`config.mk`:
```
export PLATFORM = sky130hd
export DESIGN_NAME = dsp_mac_sequencer
export DESIGN_NICKNAME = d
export VERILOG_FILES = /design/src/rtl/dsp_seq_pkg.sv /design/src/rtl/dsp_seq_tag_pipe.sv /design/src/rtl/dsp_mac_sequencer.sv
export SDC_FILE = /design/constraint.sdc
export NUM_CORES = 1
export LEC_CHECK = 0
export CORE_MARGIN = 2
export CORE_UTILIZATION = 40
export DETAILED_ROUTE_END_ITERATION = 6
export PLACE_DENSITY = 0.85
export SLEW_MARGIN = 5
export SYNTH_ARGS = -nofsm -noshare
export SYNTH_HDL_FRONTEND = slang
export SYNTH_SLANG_ARGS = --single-unit
```
`constraint.sdc`:
```
create_clock -name CLK -period 3.8 [get_ports CLK]
set_input_delay 0.38 -clock CLK [delete_from_list [all_inputs] [get_ports CLK]]
set_output_delay 0.38 -clock CLK [all_outputs]
set_load 0.1 [all_outputs]
```
`src/rtl/dsp_seq_pkg.sv`:
```
// Shared types and constants for the DSP-slice dot-product sequencer.
package dsp_seq_pkg;

  typedef enum logic [1:0] {
    StIdle  = 2'd0,
    StLoad  = 2'd1,
    StDrain = 2'd2,
    StDone  = 2'd3
  } seq_state_e;

  localparam logic [7:0] OpmodeRst  = 8'h00;
  localparam logic [7:0] OpmodeLoad = 8'h01;  // P = M
  localparam logic [7:0] OpmodeHold = 8'h08;  // P = P
  localparam logic [7:0] OpmodeAcc  = 8'h09;  // P = P + M

  // A1REG -> MREG -> PREG
  localparam int unsigned PipeDepth = 3;
  localparam int unsigned DrainW    = 2;

  function automatic logic [7:0] tag_opmode(input logic valid, input logic first);
    if (!valid) return OpmodeHold;
    return first ? OpmodeLoad : OpmodeAcc;
  endfunction

endpackage

```
`src/rtl/dsp_seq_tag_pipe.sv`:
```
// One-cycle delay of the operand valid/first tag, turned into the slice OPMODE.
module dsp_seq_tag_pipe
  import dsp_seq_pkg::*;
(
  input  logic       clk_i,
  input  logic       rst_i,
  input  logic       valid_i,
  input  logic       first_i,
  output logic [7:0] opmode_o
);

  logic [7:0] opmode_q;

  always_ff @(posedge clk_i or posedge rst_i) begin
    if (rst_i) begin
      opmode_q <= OpmodeRst;
    end else begin
      opmode_q <= tag_opmode(valid_i, first_i);
    end
  end

  assign opmode_o = opmode_q;

endmodule

```
`src/rtl/dsp_mac_sequencer.sv`:
```
// Feeds operand pairs into an external pipelined DSP slice and collects the dot product.
module dsp_mac_sequencer
  import dsp_seq_pkg::*;
#(
  parameter int unsigned LEN_W = 8
) (
  input  logic             CLK,
  input  logic             RST,
  input  logic             start,
  input  logic [LEN_W-1:0] len,
  input  logic             in_valid,
  output logic             in_ready,
  input  logic [17:0]      a_in,
  input  logic [17:0]      b_in,
  output logic             res_valid,
  input  logic             res_ready,
  output logic [47:0]      result,
  output logic             busy,
  output logic [17:0]      dsp_a,
  output logic [17:0]      dsp_b,
  output logic [7:0]       dsp_opmode,
  output logic             dsp_ce,
  input  logic [47:0]      dsp_p
);

  seq_state_e        state_q, state_d;
  logic [LEN_W:0]    cnt_q, cnt_d;
  logic [LEN_W-1:0]  len_q, len_d;
  logic [DrainW-1:0] drain_q, drain_d;
  logic [47:0]       result_q, result_d;
  logic [17:0]       a_q, b_q;
  logic              tag_valid_q, tag_first_q;
  logic              load_open, xfer;

  assign load_open = (state_q == StLoad) && (cnt_q != {1'b0, len_q});
  assign xfer      = in_valid && load_open;

  always_comb begin
    state_d  = state_q;
    cnt_d    = cnt_q;
    len_d    = len_q;
    drain_d  = drain_q;
    result_d = result_q;
    unique case (state_q)
      StIdle: begin
        if (start) begin
          len_d = len;
          cnt_d = '0;
          if (len == '0) begin
            result_d = '0;
            state_d  = StDone;
          end else begin
            state_d = StLoad;
          end
        end
      end
      StLoad: begin
        if (xfer) cnt_d = cnt_q + {{LEN_W{1'b0}}, 1'b1};
        // Count already reached len: last product is still in flight.
        if (!load_open) begin
          drain_d = '0;
          state_d = StDrain;
        end
      end
      StDrain: begin
        if (drain_q == DrainW'(PipeDepth - 1)) begin
          result_d = dsp_p;
          state_d  = StDone;
        end else begin
          drain_d = drain_q + 1'b1;
        end
      end
      StDone: begin
        if (res_ready) state_d = StIdle;
      end
      default: state_d = StIdle;
    endcase
  end

  always_ff @(posedge CLK or posedge RST) begin
    if (RST) begin
      state_q     <= StIdle;
      cnt_q       <= '0;
      len_q       <= '0;
      drain_q     <= '0;
      result_q    <= '0;
      a_q         <= '0;
      b_q         <= '0;
      tag_valid_q <= 1'b0;
      tag_first_q <= 1'b0;
    end else begin
      state_q     <= state_d;
      cnt_q       <= cnt_d;
      len_q       <= len_d;
      drain_q     <= drain_d;
      result_q    <= result_d;
      tag_valid_q <= xfer;
      tag_first_q <= xfer && (cnt_q == '0);
      if (xfer) begin
        a_q <= a_in;
        b_q <= b_in;
      end
    end
  end

  dsp_seq_tag_pipe u_tag_pipe (
    .clk_i    (CLK),
    .rst_i    (RST),
    .valid_i  (tag_valid_q),
    .first_i  (tag_first_q),
    .opmode_o (dsp_opmode)
  );

  assign in_ready  = load_open;
  assign res_valid = (state_q == StDone);
  assign busy      = (state_q != StIdle);
  assign dsp_ce    = busy;
  assign result    = result_q;
  assign dsp_a     = a_q;
  assign dsp_b     = b_q;

endmodule
```
### Word-level counts from Yosys, hierarchy flattened

Index checks and enable logic that the tools add are counted.

* flip-flop bits (word level): 115
* input port bits: 97
* output and inout port bits: 96
* word-level logic and storage cells: 57

* add/sub/neg operators: 2
* equality and inequality tests: 12
* muxes and demuxes: 18
* reduce and logical (&&, ||, !) cells: 15

Operators by type and width (count)
* 2-to-1 mux 48 bit: 3
* one-hot mux 48 bit (2 select lines): 1
* 2-to-1 mux 9 bit: 2
* one-hot mux 9 bit (2 select lines): 1
* 2-to-1 mux 2 bit: 7
* inequality test 2 bit, second input constant: 6
* adder 9 x 1 -> 9 bit, second input constant: 1
* zero test 9 bit: 1
* inequality test 9 x 8 -> 1 bit: 1
* zero test 8 bit: 1
* 2-to-1 mux 8 bit: 1
* one-hot mux 2 bit (4 select lines): 1
* AND reduction 4 bit: 2
* nonzero test 2 bit: 4
* equality test 2 bit, second input constant: 3
* AND reduction 3 bit: 2
* 2-to-1 mux 4 bit: 1
* one-hot mux 2 bit (2 select lines): 1
* logical AND 1 bit: 3
* adder 2 x 1 -> 2 bit, second input constant: 1
* equality test 2 x 1 -> 1 bit, second input constant: 1
* zero test 2 bit: 1
* inequality test 2 x 1 -> 1 bit, second input constant: 1
* AND reduction 2 bit: 1

### Logic depth before layout (Yosys ltp)

Gate-level depths: netlist of run 1.

* depth after elaboration: 5
* gate-level depth with buffers: 9
* gate-level depth less buffers: 7

### Hierarchy

From an unflattened synthesis of run 1, not the netlist that was laid out.

* cell total of the unflattened synthesis: 339
* area, all modules: 4608.2 um2

By module, submodules not included
* dsp_mac_sequencer: instances 1, cells an instance 328, area an instance 4501.8 um2, seq. area each 2677.6 um2
* dsp_seq_tag_pipe: instances 1, cells an instance 11, area an instance 106.4 um2, seq. area each 50.0 um2

### Least setup slack after synthesis of run 1

Ideal clock, no wire load.

* path kind: flip-flop to output port
* start point: register cnt_q[2]
* end point: output in_ready
* arrival time: 2.408 ns
* required time: 3.420 ns
* slack: 1.012 ns
* cell stages (with the launch flop): 8
* path buffers: 3
* cell sequence: dfrtp_1 buf_2 xor2_1 nor4_2 and3_1 buf_2 buf_2 nor2_1

* word-level cells in the longest chain between the ends: 2

RTL lines
* start: declaration: line dsp_mac_sequencer.sv:27 `logic [LEN_W:0] cnt_q, cnt_d;`
* start signal: assignment: line dsp_mac_sequencer.sv:93 `cnt_q <= cnt_d;`
* inequality test 9 x 8 -> 1 bit: line dsp_mac_sequencer.sv:35 `assign load_open = (state_q == StLoad) && (cnt_q != {1'b0, len_q});`
* logical AND 1 bit: line dsp_mac_sequencer.sv:35
* end: declaration: line dsp_mac_sequencer.sv:12 `output logic in_ready,`

No other way between the ends.

### Worst setup path in the final report of run 1

* start point: register cnt_q[7]
* end point: output in_ready

Same word-level chain as after synthesis.

==> flow_metrics.tcl, run 1 <==
set metrics [dict create \
    r2r_setup_slack_ns 1.15 \
    reg2regPathDepth 5 \
    grt.overflow.total 0 \
    hold_depth 0 \
    syn_area_per_cell_um2 13.4 \
    relSlewSlack_pct 26.5 \
    placementRows 38 \
    wl_per_cell_um 16.9 \
    ys_seq_elements 109 \
    die_y_um 111 \
    min_from "tag_valid_q" \
    synthTopCellsByArea "dfrtp_1 (60%), mux2_2 (11%), a22o_1 (9.2%), ha_1 (2.2%), xor2_1 (1.5%)" \
    cts_buffers 9 \
    gp_congestion 0.882 \
    post-route-drc-count 0 \
    cp.arrival_ns 2.98 \
    max_stage_delay_ns 0.99 \
    htree_levels 3 \
    drive_gt1_share_pct 12.6 \
    ctsResizeCount 0 \
    syn-cell-area_mm2 0.00456 \
    post-cts-setup-buffer-count 0 \
    routed_wirelength_mm 11.2 \
    drt-initial-drc-count 123 \
    grt_pass1_wl_mm 18.5 \
    ys_top_cells_by_count "dfrtp_1 (109), a22o_1 (48), mux2_2 (43)" \
    rr_endpoint "dsp_a[8]" \
    area_growth_pct 49.1 \
    cts_sinks 109 \
    finalNetCount 622 \
    cts.clk_slew.worst_paths_ns 0.07 \
    maxCapViolations 0 \
    fin_crit_sh_pct 88.4 \
    grt_pass1_vias 3581 \
    slowest_stage "clkdlybuf4s50_1" \
    async_flop_share_pct 100 \
    crit_family "buffers and inverters" \
    hold_path_class "reg2reg" \
    detailedRoute.firstPassIterationCount 4 \
    final_util_pct 61.9 \
    cts_tree "built" \
    grt_usage_pct 18.4 \
    ys_seq_area_share_pct 59.8 \
    cp.required_ns 3.42 \
    finalHoldViolCount 0 \
    path_max_fanout 15 \
    core_mm2 0.0110 \
    clockBufferDepth 2 \
    crit_chain "xor2_1 > nor4_2 > and3_1 > nor2_1 > clkdlybuf4s50_1" \
    syn_inst 341 \
    yosys_warnings 0 \
    synth_top_area_cell "dfrtp_1" \
    dieArea_mm2 0.0123 \
    start_kind "register" \
    synth_most_common_cell "dfrtp_1" \
    post-dp-hpwl_mm 8.23 \
    holdPathEnd "u_tag_pipe.opmode_o[0]" \
    rr_startpoint "state_q[1]" \
    synthDistinctLibCells 40 \
    fin_crit_ns 3.36 \
    slew_violations 0 \
    num_vias 3450 \
    antenna_found_initial 0 \
    cts_hold_buffers 0 \
    finalSetupViolCount 0 \
    synth_top_flop_cell "dfrtp_1" \
    ant_nets 0 \
    ios 193 \
    setup-tns-final_ns 0 \
    place_ws_ns 0.770 \
    fin_ws_ns 0.440 \
    cts_root_buf "clkbuf_16" \
    synth_enable_flop_cells 0 \
    outcome "complete, no violations" \
    tightest_slew_ns 1.10 \
    viasPerCell 5.21 \
    cp-end-kind "primary output" \
    die_w_um 111 \
    max_freq_ghz 0.298 \
    clock_latency_ns 0.34 \
    start_util_pct 41.5 \
    synth_top_area_share_pct 59.8 \
    whs_ns 0.382 \
    rsz0062_at_grt "false" \
    grt_max_degree 90 \
    crit_type "reg2out" \
    path_buf_inv 1 \
    clock_skew_ns 0.00863 \
    num_antenna_cells 0 \
    port_buffers 186 \
]
[worst max path at each step]
| stage | from | endpoint | slack (ns) | cells after the start |
|---|---|---|---|---|
| after floorplan | RST | cnt_q[0] | 0.55 | 1 |
| after global placement | len[1] | result[16] | 0.85 | 7 |
| after detailed placement | len[1] | result[22] | 0.77 | 7 |
| after CTS | cnt_q[7] | in_ready | 0.45 | 5 |
| after global routing | cnt_q[7] | in_ready | 0.32 | 5 |
| final | cnt_q[7] | in_ready | 0.44 | 5 |
[worst register-to-register path, cell delays in order, from the launching register on]
cell     delay (ns)
dfrtp_1        0.40
inv_1          0.12
ha_1           0.51
nand2_1        0.24
nor2_4         0.80
mux2_2         0.46
[layer usage]
metal	GRT usage [%]	wire, um	part of all wire (%)	vias up
met3	3.55	719	6.4	19
met5	0	0	0	-
li1	-	-	-	1585
met1	22.3	4580	41	1684
met4	8.17	272	2.4	0
met2	31.8	5600	50	162
[layout make-up]
| class | instances | area, um2 |
|---|---|---|
| clock buffers | 10 | 239 |
| clock inverters | 6 | 95.1 |
| fillers | 874 | 4180 |
| inverters | 11 | 43.8 |
| multi-input cells | 197 | 1640 |
| flip-flops and latches | 109 | 2730 |
| well taps | 140 | 175 |
| repair buffers | 189 | 1880 |
[registers in the layout, indices dropped and copies added, names as in the netlist]
name and flops:
cnt_q 9, drain_q 2, dsp_a 18, dsp_b 18, len_q 8, result 48, state_q 2, tag_first_q 1
tag_valid_q 1, u_tag_pipe.opmode_o 2
[logic make-up after synthesis]
family | Yosys count | synth area share, %
AO/OA/AOI/OAI | 72 | 13.0
XOR/XNOR | 8 | 1.54
adder cells (fa/ha/maj) | 8 | 2.19
buffers and inverters | 40 | 5.13
flip-flops | 109 | 59.8
multiplexers | 48 | 11.7
other | 1 | 0.0822
AND/OR/NAND/NOR | 55 | 6.53
[stage by stage]
step | instances | cell area [um2]
finish | 662 | 6800
detailed placement | 646 | 6470
CTS | 662 | 6800
global placement | 646 | 6470
floorplan | 346 | 4580
global route | 662 | 6800
[cell usage in the layout, fill, tap and decap left out, drive strengths merged, types with 2 or more instances in the layout]
master,instances
or4,6
clkdlybuf4s50,186
inv,12
a22o,48
ha,8
and3,6
nand3,9
mux2,44
conb,6
nand2,13
nand2b,4
a21oi,4
clkbuf,10
dfrtp,109
xor2,8
nor2,7
o211ai,5
a21o,2
nor4,4
nor3,2
o21ai,3
clkinvlp,2
buf,3
a211o,2
bufinv,2
mux2i,4
Power of run 1 is not shown: default switching activity piles up to over one toggle a cycle in this logic, so the estimate is an artifact.
==> inputs of run 2 (changes only) <==
- REMOVE_ABC_BUFFERS: unset -> 1
==> flow_metrics.tcl, run 2 (synthesis gave the netlist of run 1 again) <==
set metrics [dict create \
    dieArea_mm2 0.0123 \
    placementRows 38 \
    clock_skew_ns 0.00789 \
    max_freq_ghz 0.301 \
    die_y_um 111 \
    ios 193 \
    max_stage_delay_ns 0.99 \
    wl_per_cell_um 17.1 \
    slew_violations 0 \
    post-cts-setup-buffer-count 0 \
    grt_pass1_wl_mm 18.1 \
    grt.overflow.total 0 \
    finalHoldViolCount 0 \
    layout_commonest_cell "clkdlybuf4s50_1" \
    fill_cells 848 \
    port_buffers 186 \
    num_vias 3441 \
    register_area_mm2 0.00273 \
    final_cell_mix "clkdlybuf4s50_1 (186), dfrtp_1 (109), a22o_1 (48)" \
    outcome "complete, no violations" \
    routed_wirelength_mm 11.3 \
    cts_hold_buffers 0 \
    ctsResizeCount 0 \
    drt-initial-drc-count 184 \
    cts_tree "built" \
    maxCapViolations 0 \
    die_w_um 111 \
    crit_family "buffers and inverters" \
    cp-end-kind "primary output" \
    relSlewSlack_pct 30.2 \
    path_buf_inv 1 \
    crit_chain "xor2_1 > nor4_2 > and3_1 > nor2_1 > clkdlybuf4s50_1" \
    fin_crit_ns 3.32 \
    path_max_fanout 15 \
    cp.arrival_ns 2.94 \
    cts.clk_slew.worst_paths_ns 0.07 \
    finalNetCount 622 \
    cts_buffers 9 \
    core_mm2 0.0110 \
    grt_usage_pct 18.2 \
    clock_latency_ns 0.34 \
    post-dp-hpwl_mm 8.08 \
    viasPerCell 5.21 \
    multi_input_area_mm2 0.00164 \
    antenna_found_initial 0 \
    cts_root_buf "clkbuf_16" \
    detailedRoute.firstPassIterationCount 4 \
    grt_max_degree 90 \
    finalSetupViolCount 0 \
    slowest_stage "clkdlybuf4s50_1" \
    start_kind "register" \
    start_util_pct 41.5 \
    drive_gt1_share_pct 12.5 \
    setup-tns-final_ns 0 \
    grt_pass1_vias 3535 \
    htree_levels 3 \
    cp.required_ns 3.42 \
    rsz0062_at_grt "false" \
    ant_nets 0 \
    cts_sinks 109 \
    num_antenna_cells 0 \
    fin_crit_sh_pct 87.5 \
    hold_path_class "reg2reg" \
    gp_congestion 0.889 \
    crit_type "reg2out" \
    clockBufferDepth 2 \
    largest_reg_flops 48 \
    post-route-drc-count 0 \
    tightest_slew_ns 1.05 \
    area_growth_pct 48.9 \
]
==> run 2: cell count changes in the layout (fill, tap and decap cells not counted) <==
cell	previous run	this run
clkinv_2	0	1
clkinv_4	1	0
clkinvlp_4	2	1
==> run 2: stage by stage <==
stage                     worst slack, ns  hold slack (ns)  cell area [um2]  cells  utilization (%)
after detailed placement            0.875            0.377             6470    646             58.9
after global routing                0.333            0.412             6790    661             61.8
after CTS                           0.494            0.395             6790    661             61.8
after global placement              0.961            0.358             6470    646             58.9
after floorplan                     0.546            0.354             4390    317                -
final                               0.476            0.391             6790    661             61.8
==> run 2: final timing paths <==
path	startpoint	slack (ns)	to	cells after the start
max	cnt_q[7]	0.48	in_ready	5
min	tag_valid_q	0.39	u_tag_pipe.opmode_o[0]	0
max reg2reg	state_q[1]	1.06	dsp_a[9]	5
min reg2reg	tag_valid_q	0.39	u_tag_pipe.opmode_o[0]	0
max in group asynchronous	RST	2.26	state_q[1]	3
min in group asynchronous	RST	0.66	dsp_a[8]	2
==> run 2: area by class of cell <==
cell class                      instances  area share [%]
Tap cell                              140            2.58
Multi-Input combinational cell        197            24.1
Inverter                               11           0.645
Clock buffer                           10            3.52
Sequential cell                       109            40.2
Timing Repair Buffer                  189            27.8
Clock inverter                          5            1.23
==> run 2: layer usage <==
metal | global-route usage [%] | part of all wire, %
met5 | 0 | 0
met4 | 7.42 | 2.1
met3 | 4.98 | 8.4
met2 | 31.1 | 49
met1 | 21.9 | 41
Power of run 2 is left out for the same reason.
